$ cat src/rtl/pulse_sched.sv
// Multi-channel timed pulse scheduler. Each channel buffers timestamped
// commands in its own FIFO. A channel issues its head command once the internal
// qclk reaches the head's timestamp. A command that issues after its timestamp
// sets a sticky late flag for that channel.
module pulse_sched #(
  parameter int unsigned N_CHANNELS    = 4,
  parameter int unsigned CHAN_ID_WIDTH = 2,
  parameter int unsigned CMD_WIDTH     = 72,
  parameter int unsigned TIME_WIDTH    = 32,
  parameter int unsigned FIFO_DEPTH    = 8
) (
  input  logic                                           clk,
  input  logic                                           reset,
  input  logic                                           in_valid,
  output logic                                           in_ready,
  input  logic [CHAN_ID_WIDTH-1:0]                       in_chan,
  input  logic [TIME_WIDTH-1:0]                          in_time,
  input  logic [CMD_WIDTH-1:0]                           in_cmd,
  input  logic                                           qclk_load_en,
  input  logic [TIME_WIDTH-1:0]                          qclk_load_val,
  output logic [TIME_WIDTH-1:0]                          qclk_out,
  input  logic                                           flush,
  input  logic                                           err_clr,
  output logic [N_CHANNELS*CMD_WIDTH-1:0]                cmd_out,
  output logic [N_CHANNELS-1:0]                          cstrobe_out,
  output logic [N_CHANNELS-1:0]                          late_err,
  output logic                                           empty,
  output logic [N_CHANNELS*($clog2(FIFO_DEPTH)+1)-1:0]   fill
);

  localparam int unsigned PtrW  = $clog2(FIFO_DEPTH);
  localparam int unsigned FillW = PtrW + 1;

  logic [TIME_WIDTH-1:0] qclk_q, qclk_d;

  // Pointers carry one wrap bit above the address bits.
  logic [FillW-1:0]      wr_ptr_q [N_CHANNELS];
  logic [FillW-1:0]      rd_ptr_q [N_CHANNELS];
  logic [TIME_WIDTH-1:0] time_mem [N_CHANNELS][FIFO_DEPTH];
  logic [CMD_WIDTH-1:0]  cmd_mem  [N_CHANNELS][FIFO_DEPTH];

  logic [N_CHANNELS-1:0] full, ch_empty, push, fire, late;
  logic [TIME_WIDTH-1:0] diff     [N_CHANNELS];
  logic [CMD_WIDTH-1:0]  head_cmd [N_CHANNELS];
  logic                  sel_full, chan_ok;

  logic [N_CHANNELS-1:0] strobe_q, late_q;
  logic [CMD_WIDTH-1:0]  cmd_q [N_CHANNELS];

  // qclk next state: load overrides the free-running increment.
  always_comb begin
    qclk_d = qclk_q + TIME_WIDTH'(1);
    if (qclk_load_en) qclk_d = qclk_load_val;
  end

  // qclk register.
  always_ff @(posedge clk or posedge reset) begin
    if (reset) qclk_q <= '0;
    else       qclk_q <= qclk_d;
  end

  // Per-channel FIFO status and issue decision on the head entry.
  always_comb begin
    full     = '0;
    ch_empty = '0;
    fire     = '0;
    late     = '0;
    for (int unsigned i = 0; i < N_CHANNELS; i++) begin
      full[i]     = (wr_ptr_q[i][PtrW] != rd_ptr_q[i][PtrW]) &&
                    (wr_ptr_q[i][PtrW-1:0] == rd_ptr_q[i][PtrW-1:0]);
      ch_empty[i] = (wr_ptr_q[i] == rd_ptr_q[i]);
      diff[i]     = time_mem[i][rd_ptr_q[i][PtrW-1:0]] - qclk_q;
      head_cmd[i] = cmd_mem[i][rd_ptr_q[i][PtrW-1:0]];
      // Modular difference: zero is on time, negative (MSB set) is late.
      fire[i]     = !flush && !ch_empty[i] &&
                    ((diff[i] == '0) || diff[i][TIME_WIDTH-1]);
      late[i]     = fire[i] && (diff[i] != '0);
    end
  end

  // Push handshake; out-of-range channels are never ready.
  always_comb begin
    sel_full = 1'b0;
    chan_ok  = 1'b0;
    for (int unsigned i = 0; i < N_CHANNELS; i++) begin
      if (32'(in_chan) == i) begin
        chan_ok  = 1'b1;
        sel_full = full[i];
      end
    end
    in_ready = !flush && chan_ok && !sel_full;
    push     = '0;
    for (int unsigned i = 0; i < N_CHANNELS; i++) begin
      push[i] = in_valid && in_ready && (32'(in_chan) == i);
    end
  end

  // FIFO storage write; contents need no reset since pointers gate visibility.
  always_ff @(posedge clk) begin
    for (int unsigned i = 0; i < N_CHANNELS; i++) begin
      if (push[i]) begin
        time_mem[i][wr_ptr_q[i][PtrW-1:0]] <= in_time;
        cmd_mem[i][wr_ptr_q[i][PtrW-1:0]]  <= in_cmd;
      end
    end
  end

  // Pointers, issue strobes, issued payloads and sticky late flags.
  always_ff @(posedge clk or posedge reset) begin
    if (reset) begin
      strobe_q <= '0;
      late_q   <= '0;
      for (int unsigned i = 0; i < N_CHANNELS; i++) begin
        wr_ptr_q[i] <= '0;
        rd_ptr_q[i] <= '0;
        cmd_q[i]    <= '0;
      end
    end else begin
      strobe_q <= fire;
      // A late issue in the same cycle as err_clr keeps the flag set.
      late_q   <= (late_q & ~{N_CHANNELS{err_clr}}) | late;
      for (int unsigned i = 0; i < N_CHANNELS; i++) begin
        if (fire[i]) cmd_q[i] <= head_cmd[i];
        if (flush) begin
          wr_ptr_q[i] <= '0;
          rd_ptr_q[i] <= '0;
        end else begin
          if (push[i]) wr_ptr_q[i] <= wr_ptr_q[i] + FillW'(1);
          if (fire[i]) rd_ptr_q[i] <= rd_ptr_q[i] + FillW'(1);
        end
      end
    end
  end

  // Output packing.
  always_comb begin
    cmd_out = '0;
    fill    = '0;
    for (int unsigned i = 0; i < N_CHANNELS; i++) begin
      cmd_out[i*CMD_WIDTH +: CMD_WIDTH] = cmd_q[i];
      fill[i*FillW +: FillW]            = wr_ptr_q[i] - rd_ptr_q[i];
    end
  end

  assign qclk_out    = qclk_q;
  assign cstrobe_out = strobe_q;
  assign late_err    = late_q;
  assign empty       = &ch_empty;

endmodule

$ cat config.mk
export PLATFORM = sky130hd
export DESIGN_NAME = pulse_sched
export DESIGN_NICKNAME = d
export VERILOG_FILES = /design/src/rtl/pulse_sched.sv
export SDC_FILE = /design/constraint.sdc
export NUM_CORES = 2
export LEC_CHECK = 0
export CAP_MARGIN = 20
export CORE_UTILIZATION = 55
export DETAILED_ROUTE_END_ITERATION = 8
export PLACE_DENSITY = 0.78
export SLEW_MARGIN = 10
export SYNTH_ARGS = -nofsm -noshare
export SYNTH_HDL_FRONTEND = slang
export SYNTH_SLANG_ARGS = --single-unit
$ cat constraint.sdc
create_clock -name clk -period 18.66 [get_ports clk]
set_input_delay 4.665 -clock clk [delete_from_list [all_inputs] [get_ports clk]]
set_output_delay 4.665 -clock clk [all_outputs]
set_load 0.01 [all_outputs]
* After elaboration in Yosys (flattened, before gate mapping)
Memory sizes are Yosys's and may differ from the RTL's.
Cells that the tools add are included.
** Storage, ports and cells
- Memories kept :: 2
- Bits in writable memories :: 3328
- Flip-flop bits (word level) :: 360
- Word-level logic and storage cells :: 228
- Output and inout bits :: 346
- Bits of input ports :: 144
** Memory list
- cmd_mem :: words 4, bits a word 576, read ports 4, clocked after memory_dff 0, wr ports 1, RTL line 40 : logic [CMD_WIDTH-1:0] cmd_mem [N_CHANNELS][FIFO_DEPTH];
- time_mem :: words 4, bits a word 256, read ports 4, clocked after memory_dff 0, wr ports 1, RTL line 39 : logic [TIME_WIDTH-1:0] time_mem [N_CHANNELS][FIFO_DEPTH];
** Operators by class
- Reduce and logical (&&, ||, !) cells :: 61
- $lt $le $gt $ge :: 12
- Eq/ne operators :: 15
- Add/subtract/negate cells :: 17
- Bitwise logic cells :: 11
- Muxes and demuxes :: 95
** Operators by type and width (count)
- 576-bit 2-to-1 mux :: 10
- 256-bit 2-to-1 mux :: 10
- 576-bit OR reduction :: 3
- 72-bit binary-select mux with 3-bit select :: 4
- 72-bit demux with 3-bit select :: 4
- 72-bit 2-to-1 mux :: 12
- 256-bit OR reduction :: 3
- 32-bit 2-to-1 mux :: 13
- 32-bit binary-select mux with 3-bit select :: 4
- 32-bit demux with 3-bit select :: 4
- 32-bit zero test :: 4
- 32-bit nonzero test :: 4
- 32-bit subtractor :: 4
- 4-bit 2-to-1 mux :: 16
- 32-bit by 1-bit adder with 32-bit output, second input constant :: 1
- 4-bit by 1-bit adder with 4-bit output, second input constant :: 8
- 4-bit greater-or-equal comparator, second input constant :: 8
- 3-bit inverter with 4-bit output :: 8
- 1-bit logical AND :: 27
- 4-bit equality test :: 4
- 4-bit by 1-bit less-than comparator with 1-bit output, second input constant :: 4
- 2-bit nonzero test :: 8
- 4-bit subtractor :: 4
- 3-bit equality test :: 4
- 12 further kinds :: 40

* Depth between registers and ports, before layout
- Depth after elaboration :: 16
- Depth in mapped cells :: 23

* Worst setup path before layout
Ideal clock, no wire load.
- Kind :: input port to flip-flop
- From :: input flush
- To :: memory cmd_mem[1][432] in the netlist's numbering (enable)
- Arrival :: 15.471 ns
- Setup time :: 0.822 ns
- Path slack :: 2.367 ns
- Cell stages on the path :: 6
- Buffers on the path :: 1
- Data required time :: 17.838 ns
- Path through :: clkbuf_1 > nor3_1 > nand2_1 > nor2_1 > nand2_1 > nor4_1
** Between the ends
- Word-level cells in the longest chain between the ends :: 11
- Elaborated cells on any way between the ends :: 25
** RTL lines
- start, declared :: RTL line 22 : input logic flush,
- 1-bit zero test (*) :: RTL line 91 : in_ready = !flush && chan_ok && !sel_full;
- 1-bit logical AND (*) (2 in series) :: RTL line 91
- named net in_ready :: RTL line 15 : output logic in_ready,
- 1-bit logical AND (*) :: RTL line 94 : push[i] = in_valid && in_ready && (32'(in_chan) == i);
- 1-bit logical AND :: RTL line 94
- 1-bit 2-to-1 mux :: RTL line 101 : if (push[i]) begin
- 576-bit 2-to-1 mux (implied by the code) :: RTL line 103 : cmd_mem[i][wr_ptr_q[i][PtrW-1:0]] <= in_cmd;
- 576-bit OR reduction (no line)
- 2-bit 2-to-1 mux (no line) or 576-bit 2-to-1 mux (tied branches) (3 in series)
- end, declared :: RTL line 40
Mark *: on every way through the listed nets, which the timed path passes. The rest lies on a longest branch.

* Worst setup path in the final report
- From :: input in_chan[0]
- To :: output in_ready
** Between the ends
- Word-level cells in the longest chain between the ends :: 7
- Elaborated cells on any way between the ends :: 15
** RTL lines
- start, declared :: RTL line 16 : input logic [CHAN_ID_WIDTH-1:0] in_chan,
- 2-bit zero test :: RTL line 86 : if (32'(in_chan) == i) begin
- 1-bit 2-to-1 mux (4 in series) :: RTL line 86
- 1-bit logical AND or 1-bit zero test (tied branches) :: RTL line 91
- 1-bit logical AND (*) :: RTL line 91
- end, declared :: RTL line 15
Every way passes the cells marked *; elsewhere a longest branch is shown, timed or not.

==> flow_summary.yaml <==
placed_design:
  portBuffers: 489
  place.gp.congestion: 0.8971
  hpwl_microns: 219600
  dpl-instance-area_sq_mm: 0.1566
final_layout:
  layout-drive-gt1-share_pct: 20.74
  final_common_cell: "edfxtp_1"
  area_delta_synth_final_pct: 15.22
  final_area_sq_mm: 0.1694
  multi_input_area_sq_mm: 0.03629
  fill_cells: 16949
  regArea_sq_mm: 0.1090
  utilization_pct: 63.78
  layout_common_cells: "edfxtp_1 (3328), nand2_1 (1187), mux4_2 (832)"
  fin_nets: 8885
sta:
  slew_violations: 0
  worst_pin_slew_ns: 1.111
  setup_viol: 0
  fin_tns_setup_ns: 0
  rsz0062_at_grt: "false"
  finalCriticalPeriod_ns: 11.22
  skew_ns: 0.09077
  slew_headroom_pct: 25.70
  fmax_ghz: 0.08909
  hold_viol_final: 0
  finalCritPeriodShare_pct: 60.15
power_and_ir_drop:
  swShare_pct: 25.98
  p_comb_share_pct: 16.3
  seq_power_share_pct: 47.6
  p_switching_mw: 5.321
  clock_power_share_pct: 36.1
  p_leak_nw: 56.71
  ir_drop_v: 0.0001432
  powerDensity_mw_per_mm2: 120.9
  internal_power_mw: 15.16
die:
  initial_core_util_pct: 55.36
  die_x_microns: 519.0
  die_y_microns: 519.0
  core-area_sq_mm: 0.2656
  io_pins: 490
  dieArea_sq_mm: 0.2694
  num_rows: 189
logic_synthesis:
  syn_avg_cell_area_sq_um: 18.62
  ys_seq_area_share_pct: 74.11
  synth_nets: 8186
  ys_types: 94
  synth_edf_count: 3328
  postSynthCellCount: 7893
  mappedNetlistArea_sq_mm: 0.1470
  ys_warn_count: 0
  synthArstFlopShare_pct: 9.761
  synth_seq_cells: 3688
  synthFlopType: "edfxtp_1"
worst_setup_path:
  path_buf_inv: 2
  cp.depth: 6
  path_cells: "clkdlybuf4s50_1 > nor3_1 > a31oi_1 > o21ai_0 > nor3_1 > clkdlybuf4s50_1"
  start_kind: "input pin"
  crit_family: "buffers and inverters"
  worst_r2r_endpoint: "cmd_out[285]$_DFFE_PP0P_"
  path_class: "input pin to primary output"
  cp.arrival_ns: 6.56
  cp_max_fo: 8
  crit_slowest_cell: "clkdlybuf4s50_1"
  regToRegStartpoint: "rd_ptr_q[0]$_DFFE_PP0P_"
  r2r_cells: 20
  required_ns: 13.99
  crit_path_end_kind: "primary output"
  worst_path_largest_cell_delay_ns: 0.64
  regToRegSetupSlack_ns: 9.46
clock_network:
  clockRootBuffer: "clkbuf_16"
  cts_resized: 0
  cts_tree: "built"
  cts_buffers: 364
  clkLatencyLatePin_ns: 0.96
  clock_sinks: 3688
  hold_buffers: 0
  clk_pin_slew_ns: 0.06
  cts_setup_buffers: 0
  ctsLongestPathBuffers: 4
  htreeDepth: 5
route:
  wl_microns: 394100
  drc: 46
  viasPerCell: 6.484
  wl_per_cell_microns: 31.67
  postRouteAntennaNets: 0
  drt_iter0_markers: 9938
  drt_first_pass_iters: 8
  num_vias: 80696
run_status:
  outcome: "finished, violations left"
  violations: "DRC"
grt:
  grt_pass1_vias: 83156
  grt_usage_pct: 29.06
  antenna_found_initial: 17
  grt_first_pass_wirelength_microns: 566800
  globalRouteOverflowTotal: 0
  grt_start_max_net_pins: 106
hold_path:
  hold_path_depth: 1
  hold_path_class: "register to register"
  hp-start: "late_err[1]$_DFF_PP0_"
  hold_end: "late_err[1]$_DFF_PP0_"
flow_run:
  maxCapViolations: 0
[worst max-delay path by stage]
stage / end / start / slack [ns]
after floorplan: cmd_mem[1][432]$_DFFE_PP_ / flush / 2.37
after global placement: in_ready / in_chan[0] / 7.33
after detailed placement: in_ready / in_chan[0] / 7.47
after CTS: in_ready / in_chan[0] / 7.45
after global routing: in_ready / in_chan[0] / 7.36
final: in_ready / in_chan[0] / 7.44
[flip-flops by register name (all words and copies together), names as in the netlist]
signal       cells
qclk_out        32
rd_ptr_q        16
wr_ptr_q        16
late_err         4
time_mem      1024
cmd_mem       2304
cstrobe_out      4
cmd_out        288
[kinds of logic after synthesis]
kind of cell	after synthesis	synth area share (%)
AND/OR/NAND/NOR	1720	4.920
multiplexers	1099	14.87
AO/OA/AOI/OAI	650	2.867
flip-flops	3688	74.11
adder cells (fa/ha/maj)	149	1.289
XOR/XNOR	97	0.5779
buffers and inverters	490	1.361
[power by group through the flow]
stage / Clock, mW / Sequential [mW] / Combinational [mW]
global route: 7.74 / 9.77 / 3.55
global placement: 0 / 9.90 / 3.21
finish: 7.39 / 9.76 / 3.34
floorplan: 0 / 9.84 / 1.73
CTS: 7.44 / 9.75 / 3.33
detailed placement: 0 / 9.90 / 3.27
[cell usage after synthesis (all sizes together) (10+ instances only)]
library cell	number	share of area [%]
a21oi	129	0.45
a31oi	86	0.37
nor2	214	0.55
inv	103	0.26
edfxtp	3328	68
nor3	59	0.20
nand4	40	0.17
o21bai	17	0.087
mux2	157	1.4
a21o	57	0.29
o31ai	13	0.070
and2	10	0.043
mux4	832	13
clkbuf	236	0.60
nand3	55	0.19
ha	145	1.2
nand2b	17	0.072
buf	149	0.49
or3	15	0.064
o21ai	180	0.62
a211oi	11	0.056
mux2i	110	0.75
nand2	1188	3.0
nor2b	20	0.085
and3	19	0.082
nor4	24	0.11
o21a	21	0.11
xor2	32	0.19
nand3b	12	0.061
o211ai	17	0.087
xnor2	65	0.39
a21boi	13	0.066
dfrtp	360	6.1
o2111ai	14	0.083
[routing by layer]
layer / share of wire, % / track usage [%] / vias up
met5: 0.022 / 0 / -
met4: 3.9 / 10.72 / 12
met3: 10 / 5.987 / 814
met2: 49 / 48.16 / 5117
met1: 36 / 38.26 / 42026
li1: - / - / 32727
[through the flow]
stage / cells / power [mW] / hold WS (ns) / setup slack, ns
after floorplan: 7893 / 11.57 / 0.4654 / 2.367
after global routing: 12445 / 21.06 / 0.4981 / 7.360
final: 12446 / 20.48 / 0.4844 / 7.435
after global placement: 11708 / 13.11 / 0.4676 / 7.333
after detailed placement: 11711 / 13.17 / 0.4724 / 7.472
after CTS: 12392 / 20.53 / 0.4891 / 7.450
[worst reg2reg max path, delay by kind of cell, from the launching register on]
family,cells,cell delay [ns]
DFF,1,0.83
buffers and inverters,5,3.55
and+or+nand+nor,8,2.03
adders and majority gates,1,0.44
AOI/OAI and AO/OA,4,1.14
muxes,2,1.18
[final cells by class]
type / count / share of cell area [%]
antenna: 6 / 0.008864
inverter: 105 / 0.2475
clock buffer: 480 / 5.848
tap: 3533 / 2.610
sequential: 3688 / 64.34
clock inverter: 201 / 1.296
timing repair buffer: 718 / 4.224
multi-input combinational: 3715 / 21.42
Note: power is estimated with default switching activity, not from simulation.
